File: src/rtl/shift_pkg.sv
// Shared encodings for the shift sequencer: operation codes, FSM states and widths.
package shift_pkg;

  localparam int DATA_W = 8;
  localparam int OP_W   = 4;
  localparam int CNT_W  = 3;

  localparam logic [OP_W-1:0] OP_LSL = 4'b0001;
  localparam logic [OP_W-1:0] OP_LSR = 4'b0010;
  localparam logic [OP_W-1:0] OP_CIR = 4'b0011;
  localparam logic [OP_W-1:0] OP_CIL = 4'b0100;
  localparam logic [OP_W-1:0] OP_ASR = 4'b0101;

  typedef enum logic [1:0] {
    ST_IDLE  = 2'b00,
    ST_SHIFT = 2'b01,
    ST_DONE  = 2'b10
  } state_t;

endpackage

File: src/rtl/shifter.sv
// One single-bit step of the selected shift/rotate on an 8-bit value; purely combinational.
module shifter
  import shift_pkg::*;
(
  input  logic [DATA_W-1:0] i_acc,
  input  logic [OP_W-1:0]   i_op,
  output logic [DATA_W-1:0] o_result
);

  always_comb begin
    o_result = i_acc;
    case (i_op)
      OP_LSL:  o_result = {i_acc[DATA_W-2:0], 1'b0};
      OP_LSR:  o_result = {1'b0, i_acc[DATA_W-1:1]};
      OP_CIR:  o_result = {i_acc[0], i_acc[DATA_W-1:1]};
      OP_CIL:  o_result = {i_acc[DATA_W-2:0], i_acc[DATA_W-1]};
      OP_ASR:  o_result = {i_acc[DATA_W-1], i_acc[DATA_W-1:1]};
      // Unknown codes leave the value untouched but still cost a step.
      default: o_result = i_acc;
    endcase
  end

endmodule

File: src/rtl/shift_sequencer.sv
// Multi-step shift sequencer: latches an operand, applies 'amount' single-bit steps of the
// latched op, then pulses done. Abort cancels a running operation without a done pulse.
module shift_sequencer
  import shift_pkg::*;
(
  input  logic              clk,
  input  logic              rst_n,
  input  logic              start,
  input  logic [OP_W-1:0]   op,
  input  logic [CNT_W-1:0]  amount,
  input  logic [DATA_W-1:0] data_in,
  input  logic              abort,
  output logic              busy,
  output logic              done,
  output logic [DATA_W-1:0] data_out
);

  state_t            r_state;
  logic [DATA_W-1:0] r_acc;
  logic [OP_W-1:0]   r_op;
  logic [CNT_W-1:0]  r_cnt;
  logic              r_busy;
  logic              r_done;
  logic [DATA_W-1:0] w_step;

  shifter u_shifter (
    .i_acc    (r_acc),
    .i_op     (r_op),
    .o_result (w_step)
  );

  always_ff @(posedge clk or negedge rst_n) begin
    if (!rst_n) begin
      r_state <= ST_IDLE;
      r_acc   <= '0;
      r_op    <= '0;
      r_cnt   <= '0;
      r_busy  <= 1'b0;
      r_done  <= 1'b0;
    end else begin
      r_done <= 1'b0;
      case (r_state)
        ST_IDLE: begin
          if (start) begin
            r_acc  <= data_in;
            r_op   <= op;
            r_cnt  <= amount;
            r_busy <= 1'b1;
            if (amount == '0) begin
              r_state <= ST_DONE;
              r_done  <= 1'b1;
            end else begin
              r_state <= ST_SHIFT;
            end
          end
        end
        ST_SHIFT: begin
          // The step of the current cycle still lands on an abort edge; only sequencing stops.
          r_acc <= w_step;
          if (abort) begin
            r_state <= ST_IDLE;
            r_busy  <= 1'b0;
            r_cnt   <= '0;
          end else begin
            r_cnt <= r_cnt - 1'b1;
            if (r_cnt == CNT_W'(1)) begin
              r_state <= ST_DONE;
              r_done  <= 1'b1;
            end
          end
        end
        ST_DONE: begin
          r_state <= ST_IDLE;
          r_busy  <= 1'b0;
        end
        default: begin
          r_state <= ST_IDLE;
          r_busy  <= 1'b0;
        end
      endcase
    end
  end

  assign busy     = r_busy;
  assign done     = r_done;
  assign data_out = r_acc;

endmodule

File: config.mk
export PLATFORM = sky130hd
export DESIGN_NAME = shift_sequencer
export DESIGN_NICKNAME = d
export VERILOG_FILES = /design/src/rtl/shift_pkg.sv /design/src/rtl/shifter.sv /design/src/rtl/shift_sequencer.sv
export SDC_FILE = /design/constraint.sdc
export NUM_CORES = 1
export LEC_CHECK = 0
export CORE_AREA = 2 2 63 65
export CTS_CLUSTER_SIZE = 40
export DETAILED_ROUTE_END_ITERATION = 16
export DIE_AREA = 0 0 65 67
export HOLD_SLACK_MARGIN = 0.03
export PLACE_DENSITY_LB_ADDON = 0.05
export SYNTH_ARGS = -nofsm -noshare
export SYNTH_HDL_FRONTEND = slang
export SYNTH_HIERARCHICAL = 1
export SYNTH_SLANG_ARGS = --single-unit
File: constraint.sdc
create_clock -name clk -period 4.6 [get_ports clk]
set_clock_uncertainty 0.15 [all_clocks]
set_input_delay 0.69 -clock clk [delete_from_list [all_inputs] [get_ports clk]]
set_output_delay 0.69 -clock clk [all_outputs]
set_load 0.005 [all_outputs]
==> metrics.cfg, run 1 <==
[routing]
routed.top_layer = met4
drtAntennaViolNets = 0
via_per_inst = 5.34
drc = 0
wl_met3_um = 76
wl_per_cell_um = 14.6
met1_length_mm = 1.40
wl_met2_mm = 1.55
drt-initial-drc-count = 112
num_vias = 1127
firstDrtPassIters = 4
drt_wl_total_mm = 3.08

[place]
placedCellCount = 207
dpl_cell_area_mm2 = 0.00155
port_buffers = 28
gp_congestion = 0.819
hpwl_mm = 2.32

[cells_and_area]
diodes = 0
multi_input_area_um2 = 721
layout.nets = 185
seq_area_um2 = 475
fin_area_mm2 = 0.00160
area_growth_syn_to_layout_pct = 27.1
fillers = 373
drive_gt1_frac = 0.104
fin_cells = 211

[status]
status = finished, final reports clean

[clocking]
h-tree-depth = 1
cts.clk_slew.worst_paths_ps = 70
cts_resized = 0
root_buffer = clkbuf_8
cts_hold_buf = 0
cts_setup_buffers = 0
cts_tree = done
numCtsBuffers = 3
clock-sinks = 19
clk_latency_ps = 260
clock_path_buffers = 2

[yosys]
synth_seq_cells = 19
synth_cell_type_count = 38
yosys.area.top_type_share = 0.378
syn_nets = 159
syn-cell-area_mm2 = 0.00126
ys_seq_area_frac = 0.378
yosysWarnings = 6
ys_top_cells_by_area = dfrtp_1 (38%), a21oi_1 (6.8%), o21ai_0 (6.0%)
syn_area_per_cell_um2 = 9.12
synth_top_area_cell = dfrtp_1
syn_inst = 138

[worst_setup_path]
path_class = in2reg
critical_path.max_fanout = 14
cp.required_ps = 4550
crit_path_start_kind = input pin
cp_data_arrival_time_ps = 2220
rrSetupSlack_ps = 2480
critPathCaptureType = register

[sta]
timing.final.crit_share = 0.493
grt_setup_unrepaired = no
finalMaxSlewViolations = 0
hold_viol = 0
tightest_slew_ps = 938
setup_viol = 0
slew-limit-headroom = 0.374
setup_tns_ps = 0
timing.hold.ws_ps = 395
min_period_ps = 2270
max_freq_ghz = 0.441

[pwr]
ir_drop_mv = 0.233
p_sw_frac = 0.432
power.density_mw_per_mm2 = 629
power.internal_uw = 572
total_power_mw = 1.01
power_leakage_nw = 0.625
clkPwrFrac = 0.118
comb_power_share = 0.516
power.switching_uw = 435
seq_power_share = 0.366

[job]
maxCapViolCount = 0

[global_routing]
grt_pass1_vias = 1098
grt.total_usage = 0.151
grt_pass1_wl_mm = 5.02
grt_remaining_overflow = 0
antenna_found_initial = 0
grt_max_degree = 22

[floorplan]
die_w_um = 65
core_mm2 = 0.00361
die_h_um = 67
ios = 29
start_util = 0.349
core.rowCount = 22
die_area_mm2 = 0.00436

[worst_hold_path]
hold_path.class = reg2reg

[logic make-up (layout without fill, tap and decap cells)]
logic type,Yosys count,in the layout,share of synthesized area
buffers and inverters,11,36,0.0497
AND/OR/NAND/NOR,49,49,0.248
multiplexers,5,5,0.0447
AO/OA/AOI/OAI,50,50,0.247
adder cells (fa/ha/maj),2,2,0.0199
XOR/XNOR,2,2,0.0139
flip-flops,19,19,0.378
[worst paths after layout]
path,startpoint,to,cells after the start
worst max-delay path,start,r_cnt[0],3
worst min-delay path,r_cnt[1],r_cnt[1],2
worst max register to register,r_op[3],data_out[4],5
worst min register to register,r_cnt[1],r_cnt[1],2
max in group asynchronous,rst_n,busy,1
min in group asynchronous,rst_n,done,1
[layout make-up]
cell class,instances,area share
repair buffers,28,0.175
well taps,48,0.0375
inverters,4,0.00938
clock inverters,1,0.00469
flip-flops and latches,19,0.297
multi-input cells,108,0.450
clock buffers,3,0.0258
[cell usage in the layout, fill, tap and decap left out, types with 2 or more instances in the layout]
master           count
inv_1                4
a22o_1               2
or3_1                3
and3b_2              4
ha_1                 2
nand2_1             11
dfrtp_1             19
nor2_1               3
nand3_1              6
o21ai_0             15
a31oi_1              6
nor2b_1              9
clkbuf_8             3
and3b_1              4
clkdlybuf4s50_1     28
mux2_2               5
a22oi_1              3
a21oi_1             17
[cells in the mapped netlist (all sizes together)]
library cell   n
nor3b          1
and2b          1
o31ai          1
buf            5
xor2           1
or3            3
nand3          6
nor2           3
and4b          1
a31oi          7
o211ai         1
clkbuf         2
a211oi         1
nor3           1
and2           1
nor2b          9
o21bai         1
nand2         11
xnor2          1
inv            4
nor4b          1
a22oi          3
mux2           5
o21ai         15
ha             2
dfrtp         19
and3b          8
a21oi         17
o22ai          1
o2bb2ai        1
nand2b         2
nand3b         1
a22o           2
[critical path, cell delays in order]
cell	delay (ps)
clkdlybuf4s50_1	540
o21bai_1	790
a22oi_1	200
[flip-flops by register name, summed over array words and instances, names as in the netlist]
signal,count
r_op,4
data_out,8
done,1
r_cnt,3
busy,1
r_state,2
[per-stage QoR]
step	setup WS, ps	utilization
after floorplan	2840	-
after global placement	2090	0.430
after detailed placement	2020	0.430
after CTS	2300	0.444
after global routing	2170	0.444
final	2330	0.444
[power by group through the flow]
stage / registers [mW] / clock network, mW / logic [mW]
2_1_floorplan: 0.317 / 0 / 0.401
3_3_place_gp: 0.373 / 0 / 0.512
3_5_place_dp: 0.372 / 0 / 0.518
4_1_cts: 0.369 / 0.124 / 0.520
5_1_grt: 0.390 / 0.132 / 0.574
6_report: 0.368 / 0.119 / 0.519
[layer usage]
| metal | vias up | global-route usage |
|---|---|---|
| met5 | - | 0 |
| met1 | 551 | 0.184 |
| met2 | 17 | 0.268 |
| met3 | 5 | 0.0203 |
| li1 | 554 | - |
| met4 | 0 | 0.0638 |
(Power assumes the default switching activity.)
==> run 2, diff against run 1 <==
clock period = 1.9 ns   (was 4.6 ns; I/O delays follow)
==> run 2 against run 1 <==
Register-to-register slack got worse by 2400 ps. Worst setup slack lost 2200 ps. Wire length grew 0.52%. Sequential share of layout area fell by 1.8 points. Critical path depth up 2. Sequential power grew 120%. Global-route usage up 0.52 points. Combinational power increased to 3.0 times the previous value. Die area stayed put. Critical path type is now reg2reg. Highest routed layer unchanged.
==> metrics.cfg, run 2 (synthesis gave the netlist of run 1 again) <==
[global_routing]
grt_pass1_wl_mm = 5.27  ; was 5.02 mm
grt_max_degree = 20  ; was 22
grt.total_usage = 0.157  ; was 0.151
antenna_found_initial = 0  ; unchanged
grt_pass1_vias = 1147  ; was 1098
grt_remaining_overflow = 0  ; unchanged

[sta]
min_period_ps = 1780
hold_viol = 0  ; unchanged
setup_viol = 0  ; unchanged
fin_ws_ps = 122  ; was 2330 ps
finalMaxSlewViolations = 0  ; unchanged
tightest_slew_ps = 392  ; was 938 ps
slew-limit-headroom = 0.738  ; was 0.374
grt_setup_unrepaired = no  ; unchanged
timing.final.crit_share = 0.936
setup_tns_ps = 0  ; unchanged
max_freq_ghz = 0.562
timing.hold.ws_ps = 209  ; was 395 ps

[routing]
wl_met3_um = 103  ; was 76 µm
num_vias = 1159  ; was 1127
met1_length_mm = 1.45  ; was 1.40 mm
drc = 0  ; unchanged
drt_wl_total_mm = 3.09  ; was 3.08 mm
wl_met2_mm = 1.52  ; was 1.55 mm
wl_per_cell_um = 13.8  ; was 14.6 µm
drtAntennaViolNets = 0  ; unchanged
firstDrtPassIters = 4  ; unchanged
routed.top_layer = met4  ; unchanged
via_per_inst = 5.15  ; was 5.34
drt-initial-drc-count = 134  ; was 112

[worst_setup_path]
slowest_delay_ps = 420  ; was 790 ps
reg2reg_depth = 5  ; unchanged
critical_path.max_fanout = 7  ; was 14
cp.required_ps = 1920  ; was 4550 ps
crit_chain = or3_1 -> and2_1 -> a31oi_1 -> a21oi_1 -> o21ai_0  ; was clkdlybuf4s50_1 -> o21bai_1 -> a22oi_1
r2r_start = r_op[1]  ; was r_op[3]
reg2reg_to = data_out[2]  ; was data_out[4]
crit_family = simple AND/OR/NAND/NOR gates  ; was compound AO/OA/AOI/OAI gates
critPathBufInv = 0  ; was 1
path_class = reg2reg  ; was in2reg
rrSetupSlack_ps = 120  ; was 2480 ps
critPathCaptureType = register  ; unchanged
cp_data_arrival_time_ps = 1800  ; was 2220 ps
crit_path_start_kind = register  ; was input pin
slowest_stage = or3_1  ; was o21bai_1

[clocking]
clock_path_buffers = 2  ; unchanged
h-tree-depth = 1  ; unchanged
cts.clk_slew.worst_paths_ps = 70  ; about the same
cts_setup_buffers = 0  ; unchanged
clock-sinks = 19  ; unchanged
cts_tree = done  ; unchanged
root_buffer = clkbuf_8  ; unchanged
clk_latency_ps = 250  ; was 260 ps
numCtsBuffers = 3  ; unchanged

[place]
dpl_cell_area_mm2 = 0.00166  ; was 0.00155 mm²
gp_congestion = 0.769  ; was 0.819
dp_slack_ps = 55.1  ; was 2020 ps
port_buffers = 28  ; unchanged
hpwl_mm = 2.41  ; was 2.32 mm

[cells_and_area]
diodes = 0  ; unchanged
final_common_cell = clkdlybuf4s50_1  ; unchanged
multi_input_area_um2 = 723  ; was 721 µm²
seq_area_um2 = 475  ; unchanged
final_cell_mix = clkdlybuf4s50_1 (28), dfrtp_1 (19), a21oi_1 (17)  ; unchanged
drive_gt1_frac = 0.175  ; was 0.104
layout.nets = 199  ; was 185
largest_reg_flops = 8  ; unchanged
fin_area_mm2 = 0.00170  ; was 0.00160 mm²
utilization = 0.473  ; was 0.444
fillers = 373  ; unchanged
area_growth_syn_to_layout_pct = 35.4  ; was 27.1%

[pwr]
clkPwrFrac = 0.103  ; was 0.118
seq_power_share = 0.305  ; was 0.366
ir_drop_mv = 0.569  ; was 0.233 mV
power.switching_mw = 1.08  ; was 435 µW
power.internal_mw = 1.54  ; was 572 µW
p_sw_frac = 0.413  ; was 0.432
comb_power_share = 0.592  ; was 0.516
power.density_mw_per_mm2 = 1540  ; was 629 mW/mm²
power_leakage_nw = 0.695  ; was 0.625 nW

[floorplan]
core_mm2 = 0.00361  ; unchanged
die_w_um = 65  ; unchanged
die_h_um = 67  ; unchanged
core.rowCount = 22  ; unchanged
start_util = 0.349  ; unchanged
ios = 29  ; unchanged
die_area_mm2 = 0.00436  ; unchanged

[worst_hold_path]
hold_path.class = in2async  ; was reg2reg

[job]
maxCapViolCount = 0  ; unchanged

[status]
status = finished, final reports clean  ; unchanged

-- run 2: repair_timing --
action	4_1_cts	5_1_grt
setup endpoints to repair	0	2
hold buffers	0	0
resized for setup	0	1
-- run 2: per-layer routing --
layer / global-route usage / vias up
li1: - / 579
met5: 0 / -
met2: 0.265 / 31
met3: 0.0152 / 2
met1: 0.206 / 547
met4: 0.0585 / 0
-- run 2: through the flow --
stage                     total power [mW]  cells
after floorplan                       1.74    138
after global placement                2.32    221
after detailed placement              2.34    221
after CTS                             2.62    225
after global routing                  2.84    225
final                                 2.62    225
-- run 2: worst max-delay path by stage --
stage	slack [ps]	start	end	depth (start not counted)
floorplan	140	r_op[1]	data_out[5]	7
global placement	100	start	r_op[1]	3
detailed placement	60	start	r_op[0]	3
CTS	110	r_op[2]	data_out[2]	6
global route	10	r_op[1]	data_out[2]	6
finish	120	r_op[1]	data_out[2]	5
-- run 2: power groups by stage --
stage               combinational, mW  clock [mW]  sequential, mW
global placement                 1.52           0           0.801
floorplan                       0.970           0           0.767
global route                     1.69       0.303           0.841
CTS                              1.54       0.286           0.799
detailed placement               1.53           0           0.808
finish                           1.55       0.270           0.799
-- run 2: final cells by class --
| cell class | count | share of cell area |
|---|---|---|
| clock buffers | 4 | 0.0264 |
| inverters | 4 | 0.00881 |
| multi-input cells | 108 | 0.424 |
| flip-flops and latches | 19 | 0.279 |
| well taps | 48 | 0.0352 |
| repair buffers | 42 | 0.226 |
-- run 2: worst register-to-register path, cell delays in order, from the launching register on --
cell and delay (ps):
dfrtp_1 370, or3_1 420, and2_1 270, a31oi_1 240, a21oi_1 90, o21ai_0 150
==> run 3, diff against run 2 <==
ABC_AREA = 1   (was default)
CORE_AREA = 2 2 68 70   (was 2 2 63 65)
DIE_AREA = 0 0 70 72   (was 0 0 65 67)
==> run 3 against run 2 <==
Wire length rose by 18%. Clock power grew 5%. Synthesized area rose by 15%. Critical path type is now reg2out. Combinational power rose by 8%. Power grew 9.4%. Count of clock-buffer cells in the layout unchanged. Global-route usage down 0.39 points. Cell count increased by 36%. Synthesized cell count up 60%. Register-to-register slack improved by 180 ps.
==> metrics.cfg, run 3 <==
[status]
status = finished, final reports clean  ; unchanged

[yosys]
yosys.area.top_type_share = 0.329  ; was 0.378
ys_top_cells_by_area = dfrtp_1 (33%), nand2_1 (26%), nand3_1 (12%)  ; was dfrtp_1 (38%), a21oi_1 (6.8%), o21ai_0 (6.0%)
yosysWarnings = 6  ; unchanged
synthFlopType = dfrtp_1  ; unchanged
synth-edff-count = 0  ; unchanged
synth_top_area_cell = dfrtp_1  ; unchanged
syn_area_per_cell_um2 = 6.54  ; was 9.12 µm²
synthMostInstantiatedCell = nand2_1  ; was dfrtp_1
synth_cell_type_count = 25  ; was 38
ys_top_cells_by_count = nand2_1 (99), nand3_1 (36), dfrtp_1 (19)  ; was dfrtp_1 (19), a21oi_1 (17), o21ai_0 (15)
syn_nets = 242  ; was 159
ys_seq_area_frac = 0.329  ; was 0.378
syn-cell-area_mm2 = 0.00145  ; was 0.00126 mm²
async_flop_share = 1.00  ; unchanged
synth_seq_cells = 19  ; unchanged
syn_inst = 221  ; was 138

[clocking]
cts_hold_buf = 0  ; unchanged
clk_latency_ps = 250  ; about the same
clock-sinks = 19  ; unchanged
cts_setup_buffers = 0  ; unchanged
cts.clk_slew.worst_paths_ps = 70  ; about the same
h-tree-depth = 1  ; unchanged
cts_tree = done  ; unchanged
numCtsBuffers = 3  ; unchanged
cts_resized = 0  ; unchanged
clock_path_buffers = 2  ; unchanged
root_buffer = clkbuf_8  ; unchanged

[worst_setup_path]
crit_chain = clkdlybuf4s50_1  ; was or3_1 -> and2_1 -> a31oi_1 -> a21oi_1 -> o21ai_0
cp_data_arrival_time_ps = 1310  ; was 1800 ps
cp.required_ps = 1460  ; was 1920 ps
crit_family = buffers and inverters  ; was simple AND/OR/NAND/NOR gates
critPathBufInv = 1  ; was 0
slowest_stage = clkdlybuf4s50_1  ; was or3_1
slowest_delay_ps = 560  ; was 420 ps
critical_path.max_fanout = 8  ; was 7
crit_path_start_kind = register  ; unchanged
path_class = reg2out  ; was reg2reg
critPathCaptureType = output pin  ; was register

[global_routing]
grt_pass1_wl_mm = 6.32  ; was 5.27 mm
grt_pass1_vias = 1390  ; was 1147
grt_remaining_overflow = 0  ; unchanged
grt_util_met1 = 0.210  ; was 0.206
antenna_found_initial = 0  ; unchanged
grt_busiest_layer = met2  ; unchanged
grt_max_degree = 20  ; unchanged
grt.total_usage = 0.153  ; was 0.157
grt_util_met2 = 0.259  ; was 0.265
gr-usage-met3 = 0.0125  ; was 0.0152

[routing]
num_vias = 1458  ; was 1159
via_per_inst = 4.78  ; was 5.15
drc = 0  ; unchanged
wl_per_cell_um = 12.0  ; was 13.8 µm
drt_wl_total_mm = 3.65  ; was 3.09 mm
drt-initial-drc-count = 78  ; was 134
firstDrtPassIters = 4  ; unchanged
drtAntennaViolNets = 0  ; unchanged

[cells_and_area]
drive_gt1_frac = 0.119  ; was 0.175
area_growth_syn_to_layout_pct = 26.6  ; was 35.4%
fillers = 469  ; was 373
largest_reg_flops = 8  ; unchanged
final_common_cell = nand2_1  ; was clkdlybuf4s50_1
utilization = 0.430  ; was 0.473
final_cell_mix = nand2_1 (99), nand3_1 (36), clkdlybuf4s50_1 (28)  ; was clkdlybuf4s50_1 (28), dfrtp_1 (19), a21oi_1 (17)
diodes = 0  ; unchanged
layout.nets = 275  ; was 199

[sta]
slew-limit-headroom = 0.800  ; was 0.738
hold_viol = 0  ; unchanged
setup_viol = 0  ; unchanged
max_freq_ghz = 0.572  ; was 0.562 GHz
timing.final.crit_share = 0.920  ; was 0.936
min_period_ps = 1750  ; was 1780 ps
tightest_slew_ps = 299  ; was 392 ps
grt_setup_unrepaired = no  ; unchanged
setup_tns_ps = 0  ; unchanged
finalMaxSlewViolations = 0  ; unchanged

[floorplan]
die_w_um = 70  ; was 65 µm
core_mm2 = 0.00426  ; was 0.00361 mm²
start_util = 0.339  ; was 0.349
die_area_mm2 = 0.00504  ; was 0.00436 mm²
die_h_um = 72  ; was 67 µm
ios = 29  ; unchanged
core.rowCount = 24  ; was 22

[pwr]
power_leakage_nw = 0.955  ; was 0.695 nW
power.density_mw_per_mm2 = 1560  ; was 1540 mW/mm²
ir_drop_mv = 0.436  ; was 0.569 mV

[worst_hold_path]
hold_path.class = in2async  ; unchanged

[place]
hpwl_mm = 2.79  ; was 2.41 mm
gp_congestion = 0.770  ; was 0.769
port_buffers = 28  ; unchanged

[job]
maxCapViolCount = 0  ; unchanged

run 3: cell types whose count changed in the layout (fill, tap and decap cells not counted), sizes merged, moves of 5 or more:
cell and change:
nand4 +8, nor2b -9, nor2 +16, and3b -8, inv +10, buf -9
nand3 +33, nand2 +91, a31oi -7, a21oi -15, o21ai -8, mux2 -5
run 3: cells by family after synthesis:
family	Yosys count	synth area share
and+or+nand+nor	171	0.548
adders and majority gates	2	0.0173
AOI/OAI and AO/OA	9	0.0363
DFF	19	0.329
buffers and inverters	20	0.0692
run 3: final cells by class:
class                      count  area [µm²]  share of cell area
multi-input combinational    182         871               0.475
sequential                    19         475               0.260
timing repair buffer          33         318               0.173
tap                           52        65.1              0.0355
inverter                      15        57.6              0.0314
clock buffer                   4        45.0              0.0246
run 3: worst paths after layout:
path	startpoint	endpoint	slack (ps)	cells past startpoint
max	data_out[5]	data_out[5]	150	1
min	rst_n	busy	220	2
max reg2reg	r_op[0]	data_out[3]	300	10
min reg2reg	busy	busy	360	2
max in group asynchronous	rst_n	data_out[3]	1170	2
min in group clk	busy	busy	360	2
run 3: power by group:
| group | switching (mW) | internal [mW] |
|---|---|---|
| Sequential | 0.310 | 0.587 |
| Combinational | 0.982 | 0.700 |
| Clock | 0.135 | 0.149 |
| Total | 1.43 | 1.44 |
run 3: per-stage QoR:
stage / std cells / power (mW) / area [µm²] / hold WS, ps / worst slack [ps]
after floorplan: 221 / 2.04 / 1450 / -161 / 432
after global placement: 301 / 2.60 / 1790 / 345 / 283
after detailed placement: 301 / 2.59 / 1790 / 346 / 281
after CTS: 305 / 2.88 / 1830 / 226 / 149
after global routing: 305 / 3.16 / 1830 / 252 / 97.8
final: 305 / 2.86 / 1830 / 216 / 151
run 3: routing by layer:
metal | part of all wire | wire (µm) | up-vias
li1 | - | - | 777
met1 | 0.52 | 1900 | 657
met2 | 0.45 | 1630 | 22
met3 | 0.024 | 89 | 2
met4 | 0.0071 | 26 | 0
met5 | 0 | 0 | -
